--- src/rtl/alu_seq.sv ---
// Handshaked sequential ALU: single-cycle logic/arith ops, shift-add multiply,
// and bit-serial shifts behind a valid/ready IDLE/EXEC/DONE sequencer.
module alu_seq #(
    parameter int unsigned WIDTH = 8
) (
    input  logic             clk,
    input  logic             reset_n,
    input  logic             in_valid,
    output logic             in_ready,
    input  logic [WIDTH-1:0] data1,
    input  logic [WIDTH-1:0] data2,
    input  logic [2:0]       operation,
    output logic             out_valid,
    input  logic             out_ready,
    output logic [WIDTH-1:0] result,
    output logic             zero,
    output logic             carry
);

    localparam int unsigned SHW = $clog2(WIDTH);
    localparam int unsigned CW  = SHW + 1;
    localparam int unsigned DW  = 2 * WIDTH;

    localparam logic [2:0] OP_FWD = 3'b000;
    localparam logic [2:0] OP_ADD = 3'b001;
    localparam logic [2:0] OP_AND = 3'b010;
    localparam logic [2:0] OP_OR  = 3'b011;
    localparam logic [2:0] OP_SUB = 3'b100;
    localparam logic [2:0] OP_MUL = 3'b101;
    localparam logic [2:0] OP_SLL = 3'b110;
    localparam logic [2:0] OP_SRA = 3'b111;

    typedef enum logic [1:0] {S_IDLE, S_EXEC, S_DONE} state_t;

    state_t           state, state_nxt;
    logic [WIDTH-1:0] a, b;
    logic [2:0]       op;
    logic [CW-1:0]    cnt, cnt_load;
    logic [DW-1:0]    acc, mcand, prod_nxt;
    logic [WIDTH-1:0] sh_nxt, res_fin;
    logic [WIDTH:0]   add_full, sub_full;
    logic             carry_fin, shamt_nz, last, accept;

    // State register
    always_ff @(posedge clk or negedge reset_n) begin
        if (!reset_n) state <= S_IDLE;
        else          state <= state_nxt;
    end

    // Next-state and datapath combinational terms
    always_comb begin
        state_nxt = state;
        accept    = 1'b0;
        shamt_nz  = |b[SHW-1:0];
        last      = (cnt == CW'(1));
        add_full  = {1'b0, a} + {1'b0, b};
        sub_full  = {1'b0, a} - {1'b0, b};
        prod_nxt  = acc + (b[0] ? mcand : DW'(0));
        sh_nxt    = (op == OP_SLL) ? {a[WIDTH-2:0], 1'b0} : {a[WIDTH-1], a[WIDTH-1:1]};
        res_fin   = b;
        carry_fin = 1'b0;
        cnt_load  = CW'(1);

        case (operation)
            OP_MUL:         cnt_load = CW'(WIDTH);
            OP_SLL, OP_SRA: cnt_load = (|data2[SHW-1:0]) ? {1'b0, data2[SHW-1:0]} : CW'(1);
            default:        cnt_load = CW'(1);
        endcase

        case (op)
            OP_FWD: res_fin = b;
            OP_ADD: begin res_fin = add_full[WIDTH-1:0]; carry_fin = add_full[WIDTH]; end
            OP_AND: res_fin = a & b;
            OP_OR:  res_fin = a | b;
            OP_SUB: begin res_fin = sub_full[WIDTH-1:0]; carry_fin = sub_full[WIDTH]; end
            OP_MUL: begin res_fin = prod_nxt[WIDTH-1:0]; carry_fin = |prod_nxt[DW-1:WIDTH]; end
            default: res_fin = shamt_nz ? sh_nxt : a;
        endcase

        case (state)
            S_IDLE: if (in_valid) begin accept = 1'b1; state_nxt = S_EXEC; end
            S_EXEC: if (last) state_nxt = S_DONE;
            S_DONE: if (out_ready) state_nxt = S_IDLE;
            default: state_nxt = S_IDLE;
        endcase
    end

    // Operand capture, iteration registers and result/flag registers
    always_ff @(posedge clk or negedge reset_n) begin
        if (!reset_n) begin
            a         <= '0;
            b         <= '0;
            op        <= OP_FWD;
            cnt       <= '0;
            acc       <= '0;
            mcand     <= '0;
            result    <= '0;
            zero      <= 1'b0;
            carry     <= 1'b0;
            in_ready  <= 1'b1;
            out_valid <= 1'b0;
        end else begin
            in_ready  <= (state_nxt == S_IDLE);
            out_valid <= (state_nxt == S_DONE);
            if (accept) begin
                a     <= data1;
                b     <= data2;
                op    <= operation;
                cnt   <= cnt_load;
                acc   <= '0;
                mcand <= {WIDTH'(0), data1};
            end else if (state == S_EXEC) begin
                cnt <= cnt - CW'(1);
                if (op == OP_MUL) begin
                    acc   <= prod_nxt;
                    mcand <= {mcand[DW-2:0], 1'b0};
                    b     <= {1'b0, b[WIDTH-1:1]};
                end else if ((op == OP_SLL || op == OP_SRA) && shamt_nz) begin
                    a <= sh_nxt;
                end
                if (last) begin
                    result <= res_fin;
                    zero   <= (res_fin == '0);
                    carry  <= carry_fin;
                end
            end
        end
    end

endmodule

--- config.mk ---
export PLATFORM = sky130hd
export DESIGN_NAME = alu_seq
export DESIGN_NICKNAME = d
export VERILOG_FILES = /design/src/rtl/alu_seq.sv
export SDC_FILE = /design/constraint.sdc
export NUM_CORES = 1
export LEC_CHECK = 0
export CAP_MARGIN = 30
export CORE_ASPECT_RATIO = 1.75
export CORE_MARGIN = 1.5
export CORE_UTILIZATION = 48
export DETAILED_ROUTE_END_ITERATION = 10
export GPL_TIMING_DRIVEN = 0
export HOLD_SLACK_MARGIN = 0.02
export PLACE_DENSITY_LB_ADDON = 0.25
export REMOVE_ABC_BUFFERS = 1
export SLEW_MARGIN = 40
export SYNTH_ARGS = -nofsm -noshare
export SYNTH_HDL_FRONTEND = slang
export SYNTH_SLANG_ARGS = --single-unit
--- constraint.sdc ---
create_clock -name clk -period 4.35 [get_ports clk]
set_clock_uncertainty 0.1 [all_clocks]
set_input_delay 0.87 -clock clk [delete_from_list [all_inputs] [get_ports clk]]
set_output_delay 0.87 -clock clk [all_outputs]
set_load 0.01 [all_outputs]
==> flow_metrics.env, run 1 <==
export IMPL_status="finished clean"
export IMPL_final_common_cell="nand2_1"
export IMPL_area_growth_synth_to_final_pct=15.29
export IMPL_grt_start_max_net_pins=42
export IMPL_timing_setup_critical_path_class="reg -> reg"
export IMPL_design_die_area_um2=11330
export IMPL_edff_count_synth=0
export IMPL_cts_resized_gates=0
export IMPL_worst_skew_pair_late_latency_ns=0.35
export IMPL_clk_transition_reported_paths_ns=0.06
export IMPL_yosys_most_used_dff="dfrtp_1"
export IMPL_post_synthesis_cell_area_um2=5122
export IMPL_clock_sinks=69
export IMPL_cts_root_buffer_cell="clkbuf_16"
export IMPL_cp_end_kind="register"
export IMPL_synth_lib_cells_used_distinct=66
export IMPL_seqPwrFrac_pct=26.1
export IMPL_grt_ovfl_total=0
export IMPL_antenna_violating_nets_post_route=0
export IMPL_fp_dieH_um=139.7
export IMPL_clockBufferDepth=2
export IMPL_dpl_hpwl_um=10860
export IMPL_grt_use_total_pct=27.48
export IMPL_yosysSeqAreaShare_pct=33.73
export IMPL_post_cts_setup_buffers=0
export IMPL_cts_buffers_inserted=9
export IMPL_initial_core_util_pct=49.44
export IMPL_placementRows=49
export IMPL_pwr_share_clk_pct=16.6
export IMPL_critical_path_max_fanout=22
export IMPL_routedWlPerCell_um=18.86
export IMPL_reg2regPathDepth=11
export IMPL_antenna_cells=0
export IMPL_arrival_ns=3.72
export IMPL_multi_input_comb_area_um2=3144
export IMPL_fin_crit_sh_pct=82.44
export IMPL_ctsHoldBuffers=0
export IMPL_share_of_power_burned_in_combinational_logic_pct=57.3
export IMPL_worst_hold_path_type="in -> async"
export IMPL_vias=4646
export IMPL_achievable_frequency_mhz=278.8
export IMPL_core_area_um2=10360
export IMPL_post_place_ws_ns=0.7837
export IMPL_setup_violations_final=0
export IMPL_grt_pass1_vias=4641
export IMPL_avgSynthCellArea_um2=8.302
export IMPL_finalWorstPathRequiredPeriod_ns=3.586
export IMPL_cts_tree="built"
export IMPL_crit_required_ns=4.48
export IMPL_vias_per_cell=6.073
export IMPL_grt_setup_unrepaired="no"
export IMPL_net_switching_power_mw=2.307
export IMPL_max_slew_worst_pin_slew_ns=0.8315
export IMPL_worst_r2r_startpoint="b[0]$_DFFE_PN0P_"
export IMPL_pin_count=35
export IMPL_power_switching_fraction_pct=46.99
export IMPL_gpl_final_weighted_congestion=0.9660
export IMPL_htreeDepth=3
export IMPL_layout_drive_gt1_share_pct=6.113
export IMPL_power_static_leakage_nw=2.680
export IMPL_finalWirelength_um=14430
export IMPL_number_of_antenna_violations_at_the_first_check_in_global_routing=0
export IMPL_final_hold_viol_count=0
export IMPL_first_pass_grt_wire_length_um=23350
export IMPL_remaining_drc_errors=0
export IMPL_p_int_mw=2.603
export IMPL_rrSetupSlack_ns=0.76
export IMPL_yosysWarnings=0
export IMPL_io_buffers=34
export IMPL_syn_instance_count=617
export IMPL_final_number_of_max_transition_violations=0
export IMPL_critPathLaunchType="register"
export IMPL_register_area_um2=1729
export IMPL_p_total_mw=4.909
export IMPL_synth_seq_cells=69
export IMPL_layout_filler_cells=972
export IMPL_rr_endpoint="carry$_DFFE_PN0P_"
export IMPL_max_cap_viol_count=0
export IMPL_final_critical_path_setup_slack_ns=0.7637
export IMPL_finalNetCount=700
export IMPL_most_common_layout_cells="nand2_1, dfrtp_1, nor2_1"
export IMPL_fp_dieW_um=81.09
export IMPL_fraction_of_registers_with_async_set_reset_pct=100.0
export IMPL_violation_count_after_the_first_detailed_route_iteration=285
export IMPL_maxSlewHeadroom_pct=44.36
export IMPL_total_power_per_unit_cell_area_nw_per_um2=831.3
export IMPL_final_setup_tns_ns=0
export IMPL_detailed_routing_iteration_count_for_the_pre_antenna_repair_pass=5
export IMPL_irDropWorstVdd_v=0.0004656
==> logic make-up after synthesis <==
logic type | count (synthesis) | share of synthesized area, %
fa+ha+maj | 44 | 11.19
mux | 17 | 3.395
flops | 69 | 33.73
simple gates | 213 | 18.98
buf+inv | 70 | 5.276
xor+xnor | 19 | 3.249
compound gates | 185 | 24.18
==> critical path: stages (launching register included) <==
cell       delay (ns)
dfrtp_1          0.76
nand2_1          0.20
inv_1            0.11
ha_1             0.25
a211oi_2         0.24
o21ai_1          0.15
a2111oi_2        0.41
nor3_2           0.13
a221o_1          0.39
a21o_1           0.20
xnor2_1          0.15
o41a_1           0.37
==> through the flow <==
stage / area, um2 / std cells / hold slack (ns) / utilization, %
after detailed placement: 5579 / 749 / 0.3625 / 53.85
after CTS: 5906 / 765 / 0.3026 / 57.00
after floorplan: 4995 / 585 / 0.3391 / -
final: 5906 / 765 / 0.2842 / 57.00
after global placement: 5494 / 746 / 0.3588 / 53.03
after global routing: 5906 / 765 / 0.3139 / 57.00
==> routing by layer <==
| layer | share of wire (%) | global-route usage, % | wire length, um |
|---|---|---|---|
| met5 | 0 | 0 | 0 |
| met2 | 53 | 47.81 | 7587 |
| met3 | 3.6 | 3.869 | 526 |
| met4 | 7.4 | 20.42 | 1063 |
| met1 | 36 | 28.83 | 5249 |
==> power groups by stage <==
stage | Clock, mW | Combinational, mW | Sequential, mW
final | 0.815 | 2.81 | 1.28
after global routing | 0.851 | 3.13 | 1.33
after CTS | 0.818 | 2.79 | 1.28
after detailed placement | 0 | 2.77 | 1.29
after global placement | 0 | 2.67 | 1.27
after floorplan | 0 | 2.00 | 1.19
==> worst max-delay path by stage <==
| stage | from | endpoint | cells after the start |
|---|---|---|---|
| after global routing | b[0]$_DFFE_PN0P_ | carry$_DFFE_PN0P_ | 12 |
| after floorplan | b[0]$_DFFE_PN0P_ | carry$_DFFE_PN0P_ | 10 |
| after detailed placement | b[0]$_DFFE_PN0P_ | carry$_DFFE_PN0P_ | 11 |
| final | b[0]$_DFFE_PN0P_ | carry$_DFFE_PN0P_ | 11 |
| after global placement | reset_n | b[7]$_DFFE_PN0P_ | 1 |
| after CTS | b[0]$_DFFE_PN0P_ | carry$_DFFE_PN0P_ | 11 |
==> Yosys cell counts, types with 7 or more instances <==
cell | n | share of area (%)
a21oi_1 | 35 | 3.4
a31oi_1 | 18 | 2.2
a22o_1 | 12 | 2.1
xnor2_1 | 12 | 2.1
o22ai_1 | 12 | 1.5
nand2_1 | 87 | 6.4
inv_1 | 36 | 2.6
dfrtp_1 | 68 | 33
ha_1 | 41 | 10
xor2_1 | 7 | 1.2
mux2i_1 | 14 | 2.7
nor2_1 | 49 | 3.6
and2_1 | 16 | 2.0
clkbuf_1 | 27 | 2.0
nand3_1 | 21 | 2.1
o21ai_0 | 44 | 4.3
nor3_1 | 9 | 0.88
==> cell type report <==
| class | instances | share of cell area [%] |
|---|---|---|
| clock buffer | 12 | 4.343 |
| clock inverter | 4 | 1.186 |
| inverter | 38 | 2.415 |
| multi-input combinational | 478 | 53.24 |
| sequential | 69 | 29.28 |
| tap | 127 | 2.691 |
| timing repair buffer | 37 | 6.843 |
==> flip-flops by register name, indices dropped and copies added (netlist names) <==
register,flops
result,8
mcand,16
a,8
op,3
carry,1
out_valid,1
b,8
cnt,4
in_ready,1
state,2
acc,16
zero,1
No activity file was read; power rests on OpenSTA's default activity.
==> run 2, diff against run 1 <==
==> constraint.sdc (replaced) <==
create_clock -name clk -period 3.3 [get_ports clk]
set_clock_uncertainty 0.1 [all_clocks]
set_input_delay 0.66 -clock clk [delete_from_list [all_inputs] [get_ports clk]]
set_output_delay 0.66 -clock clk [all_outputs]
set_load 0.01 [all_outputs]
==> flow_metrics.env, run 2 (same netlist as run 1, synthesis figures left out) <==
export IMPL_status="finished clean"
export IMPL_initial_core_util_pct=49.44
export IMPL_finalWorstPathRequiredPeriod_ns=3.256
export IMPL_arrival_ns=3.37
export IMPL_p_int_mw=3.476
export IMPL_gpl_final_weighted_congestion=0.9660
export IMPL_final_setup_tns_ns=0
export IMPL_setup_violations_final=0
export IMPL_violation_count_after_the_first_detailed_route_iteration=287
export IMPL_achievable_frequency_mhz=307.1
export IMPL_dpl_hpwl_um=10860
export IMPL_irDropWorstVdd_v=0.0006115
export IMPL_critPathLaunchType="register"
export IMPL_area_growth_synth_to_final_pct=16.49
export IMPL_power_static_leakage_nw=2.696
export IMPL_antenna_violating_nets_post_route=0
export IMPL_grt_ovfl_total=0
export IMPL_post_layout_nonfiller_instances=767
export IMPL_number_of_antenna_violations_at_the_first_check_in_global_routing=0
export IMPL_clk_transition_reported_paths_ns=0.06
export IMPL_remaining_drc_errors=0
export IMPL_detailed_routing_iteration_count_for_the_pre_antenna_repair_pass=7
export IMPL_critical_path_max_fanout=11
export IMPL_vias=4659
export IMPL_total_power_per_unit_cell_area_nw_per_um2=1102
export IMPL_final_critical_path_setup_slack_ns=0.04377
export IMPL_cp_end_kind="register"
export IMPL_final_common_cell="nand2_1"
export IMPL_cts_tree="built"
export IMPL_core_area_um2=10360
export IMPL_timing_setup_critical_path_class="reg -> reg"
export IMPL_ctsHoldBuffers=0
export IMPL_grt_pass1_vias=4655
export IMPL_vias_per_cell=6.074
export IMPL_placementRows=49
export IMPL_worst_hold_path_type="in -> async"
export IMPL_grt_start_max_net_pins=42
export IMPL_layout_filler_cells=965
export IMPL_htreeDepth=3
export IMPL_fp_dieH_um=139.7
export IMPL_regs_by_ff_count="acc x16, mcand x16"
export IMPL_cts_root_buffer_cell="clkbuf_16"
export IMPL_clockBufferDepth=2
export IMPL_first_pass_grt_wire_length_um=23520
export IMPL_grt_use_total_pct=27.69
export IMPL_pwr_share_clk_pct=16.2
export IMPL_post_place_ws_ns=-0.2663
export IMPL_power_switching_fraction_pct=47.12
export IMPL_cts_buffers_inserted=9
export IMPL_design_die_area_um2=11330
export IMPL_net_switching_power_mw=3.097
export IMPL_max_slew_worst_pin_slew_ns=0.7639
export IMPL_final_number_of_max_transition_violations=0
export IMPL_layout_drive_gt1_share_pct=7.813
export IMPL_finalWirelength_um=14600
export IMPL_io_buffers=34
export IMPL_crit_required_ns=3.42
export IMPL_final_hold_viol_count=0
export IMPL_share_of_power_burned_in_combinational_logic_pct=58.2
export IMPL_antenna_cells=0
export IMPL_pin_count=35
export IMPL_placed_cells=749
export IMPL_worst_skew_pair_late_latency_ns=0.34
export IMPL_most_common_layout_cells="nand2_1, dfrtp_1, nor2_1"
export IMPL_seqPwrFrac_pct=25.6
export IMPL_maxSlewHeadroom_pct=48.68
export IMPL_finalNetCount=702
export IMPL_fp_dieW_um=81.09
export IMPL_routedWlPerCell_um=19.04
export IMPL_clock_sinks=69
export IMPL_max_cap_viol_count=0
export IMPL_fin_crit_sh_pct=98.67
run 2: cell count changes in the layout (fill, tap and decap cells not counted), moves of 2 or more:
cell | previous run | this run
a21oi_2 | 1 | 3
a21oi_1 | 35 | 33
dfrtp_1 | 67 | 65
buf_4 | 0 | 2
run 2: worst max-delay path, stage by stage (launching register included):
cell and delay [ns]:
dfrtp_4 0.52, nand2_1 0.12, inv_1 0.06, ha_1 0.30, a211oi_2 0.32, o21ai_2 0.15, a2111oi_4 0.33, nor3_2 0.13
a221o_1 0.39, a21o_1 0.20, xnor2_1 0.15, o41a_1 0.37
run 2: power by group through the flow:
stage               Combinational (mW)  Sequential (mW)  Clock, mW
floorplan                         2.63             1.57          0
global placement                  3.52             1.67          0
detailed placement                3.66             1.70          0
CTS                               3.71             1.67       1.08
global route                      4.25             1.74       1.12
finish                            3.83             1.68       1.07
run 2: worst paths after layout:
| check | to | from | slack, ns | depth (start not counted) |
|---|---|---|---|---|
| min | mcand[9]$_DFFE_PN0P_ | reset_n | 0.09 | 1 |
| min in group clk | mcand[15]$_DFFE_PN0P_ | mcand[15]$_DFFE_PN0P_ | 0.37 | 2 |
| min reg2reg | mcand[15]$_DFFE_PN0P_ | mcand[15]$_DFFE_PN0P_ | 0.37 | 2 |
| max | carry$_DFFE_PN0P_ | b[0]$_DFFE_PN0P_ | 0.04 | 11 |
| max in group asynchronous | in_ready$_DFF_PN1_ | reset_n | 2.44 | 2 |
| max reg2reg | carry$_DFFE_PN0P_ | b[0]$_DFFE_PN0P_ | 0.04 | 11 |
run 2: timing repair:
action / in CTS / in global routing
resized for setup: 3 / 9
buffers inserted: 1 / 1
pin swaps: 0 / 2
endpoints found under the setup margin: 4 / 9
gates cloned: 0 / 0
run 2: cell type report:
| cell class | instances | area [um2] | area share (%) |
|---|---|---|---|
| sequential | 69 | 1734 | 29.06 |
| inverter | 38 | 142.6 | 2.390 |
| timing repair buffer | 39 | 419.2 | 7.025 |
| clock inverter | 4 | 70.07 | 1.174 |
| clock buffer | 12 | 256.5 | 4.299 |
| tap | 127 | 158.9 | 2.663 |
| multi-input combinational | 478 | 3186 | 53.39 |
run 2: stage by stage:
step	power, mW	utilization (%)	cell area [um2]	hold slack [ns]
after global routing	7.113	57.59	5967	0.1039
after detailed placement	5.357	53.85	5579	0.3625
after global placement	5.195	53.03	5494	0.3588
after floorplan	4.201	-	4995	0.2644
after CTS	6.462	57.11	5917	0.09259
final	6.573	57.59	5967	0.08609
run 2: routing by layer:
layer	global-route usage, %	up-vias	routed length [um]
met3	4.131	47	595
met1	29.07	2216	5270
met5	0	-	0
li1	-	2244	-
met4	20.05	0	927
met2	48.25	152	7808
==> run 3, diff against run 2 <==
--- a/config.mk
+++ b/config.mk
@@ -5,10 +5,10 @@
 export SDC_FILE = /design/constraint.sdc
 export NUM_CORES = 1
 export LEC_CHECK = 0
-export CAP_MARGIN = 30
+export CAP_MARGIN = 20
 export CORE_ASPECT_RATIO = 1.75
 export CORE_MARGIN = 1.5
-export CORE_UTILIZATION = 48
+export CORE_UTILIZATION = 40
 export DETAILED_ROUTE_END_ITERATION = 10
 export GPL_TIMING_DRIVEN = 0
 export HOLD_SLACK_MARGIN = 0.02
==> flow_metrics.env, run 3 (same netlist as run 1, synthesis figures left out) <==
export IMPL_status="finished clean"
export IMPL_rrSetupSlack_ns=0.08
export IMPL_initial_core_util_pct=40.98
export IMPL_hold_worst_slack_ns=0.08740
export IMPL_antenna_cells=0
export IMPL_area_growth_synth_to_final_pct=17.44
export IMPL_fp_dieW_um=88.55
export IMPL_irDropWorstVdd_v=0.0005259
export IMPL_total_power_per_unit_cell_area_nw_per_um2=1076
export IMPL_detailed_routing_iteration_count_for_the_pre_antenna_repair_pass=5
export IMPL_antenna_violating_nets_post_route=0
export IMPL_worst_r2r_startpoint="b[0]$_DFFE_PN0P_"
export IMPL_design_die_area_um2=13520
export IMPL_grt_pass1_vias=4717
export IMPL_number_of_antenna_violations_at_the_first_check_in_global_routing=0
export IMPL_arrival_ns=3.32
export IMPL_final_design_area_no_fill_um2=6016
export IMPL_first_pass_grt_wire_length_um=23630
export IMPL_remaining_drc_errors=0
export IMPL_cts_buffers_inserted=9
export IMPL_violation_count_after_the_first_detailed_route_iteration=263
export IMPL_cts_tree="built"
export IMPL_finalWorstPathRequiredPeriod_ns=3.215
export IMPL_grt_use_total_pct=22.64
export IMPL_final_number_of_max_transition_violations=0
export IMPL_finalNetCount=703
export IMPL_critical_path_max_fanout=12
export IMPL_clock_sinks=69
export IMPL_most_common_layout_cells="nand2_1, dfrtp_1, nor2_1"
export IMPL_final_hold_viol_count=0
export IMPL_routedWlPerCell_um=17.84
export IMPL_post_place_ws_ns=-0.2609
export IMPL_critical_path_slowest_cell="dfrtp_4"
export IMPL_io_buffers=34
export IMPL_pin_count=35
export IMPL_gpl_final_weighted_congestion=0.9729
export IMPL_max_slew_worst_pin_slew_ns=0.8084
export IMPL_maxSlewHeadroom_pct=45.69
export IMPL_grt_start_max_net_pins=43
export IMPL_regs_by_ff_count="acc x16, mcand x16"
export IMPL_worst_skew_pair_late_latency_ns=0.33
export IMPL_worstPathCellList="and2_1 > ha_1 > a21oi_1 > o21ai_0 > a2111oi_4 > nor3_2 > a221o_1 > a21o_1 > xnor2_1 > o41a_1"
export IMPL_dpl_hpwl_um=10910
export IMPL_crit_required_ns=3.41
export IMPL_critical_path_startpoint="b[0]$_DFFE_PN0P_"
export IMPL_critPathLaunchType="register"
export IMPL_cp_endpoint="carry$_DFFE_PN0P_"
export IMPL_worst_hold_path_type="in -> async"
export IMPL_clockBufferDepth=2
export IMPL_max_cap_viol_count=0
export IMPL_final_common_cell="nand2_1"
export IMPL_vias=4657
export IMPL_timing_critical_path_slowest_cell_delay_ns=0.54
export IMPL_setup_violations_final=0
export IMPL_power_static_leakage_nw=2.687
export IMPL_grt_ovfl_total=0
export IMPL_rr_endpoint="carry$_DFFE_PN0P_"
export IMPL_achievable_frequency_mhz=311.0
export IMPL_detailed_place_area_um2=5630
export IMPL_cts_root_buffer_cell="clkbuf_16"
export IMPL_cp_end_kind="register"
export IMPL_final_critical_path_setup_slack_ns=0.08478
export IMPL_timing_setup_critical_path_class="reg -> reg"
export IMPL_finalWirelength_um=14430
export IMPL_fp_dieH_um=152.7
export IMPL_htreeDepth=3
export IMPL_core_area_um2=12500
export IMPL_reg2regPathDepth=10
export IMPL_final_setup_tns_ns=0
export IMPL_fin_crit_sh_pct=97.43
export IMPL_layout_drive_gt1_share_pct=8.268
export IMPL_vias_per_cell=5.756
export IMPL_placementRows=54
export IMPL_clk_transition_reported_paths_ns=0.06
-- run 3: power breakdown --
group	switching [mW]	internal, mW	total (mW)
sequential	0.487	1.20	1.69
clock	0.377	0.626	1.00
combinational	2.20	1.58	3.78
total	3.06	3.41	6.47
-- run 3: metrics by stage --
step	instances	power (mW)	utilization [%]
2_1_floorplan	585	4.201	-
3_3_place_gp	787	5.186	44.36
3_5_place_dp	790	5.348	45.05
4_1_cts	807	6.385	47.63
5_1_grt	809	7.019	48.13
6_report	809	6.470	48.13
-- run 3: how the worst min path moves through the flow --
stage	start	to	slack, ns	cells past startpoint
finish	reset_n	mcand[11]$_DFFE_PN0P_	0.09	1
global route	reset_n	acc[3]$_DFFE_PN0P_	0.1	1
CTS	reset_n	mcand[11]$_DFFE_PN0P_	0.09	1
detailed placement	acc[0]$_DFFE_PN0P_	acc[0]$_DFFE_PN0P_	0.38	2
global placement	mcand[15]$_DFFE_PN0P_	mcand[15]$_DFFE_PN0P_	0.36	2
floorplan	reset_n	a[0]$_DFFE_PN0P_	0.26	0
-- run 3: area by class of cell --
type	instances	area [um2]
fillers	1236	6484
flip-flops and latches	69	1734
well taps	168	210.2
clock inverters	5	58.81
inverters	38	142.6
clock buffers	11	252.7
multi-input cells	478	3191
repair buffers	40	426.7
-- run 3: timing repair --
item	CTS	global route
hold buffers	0	0
gates resized for setup	2	11
pin swaps	0	3
endpoints found under the setup margin	3	12
setup buffers	1	2
-- run 3: layer usage --
metal  track usage [%]  share of wire, %  wire, um  vias to the layer above
met5                 0                 0         0                        -
met1             24.92                38      5444                     2248
met3             3.142               3.3       472                       48
li1                  -                 -         -                     2242
met4             15.40               6.9       994                        0
met2             38.93                52      7521                      119
-- run 3: worst max-delay path, delay by kind of cell, from the launching register on --
kind	cells	cell delay [ns]
simple gates	2	0.31
compound gates	6	1.65
fa+ha+maj	1	0.35
flops	1	0.54
xor+xnor	1	0.13
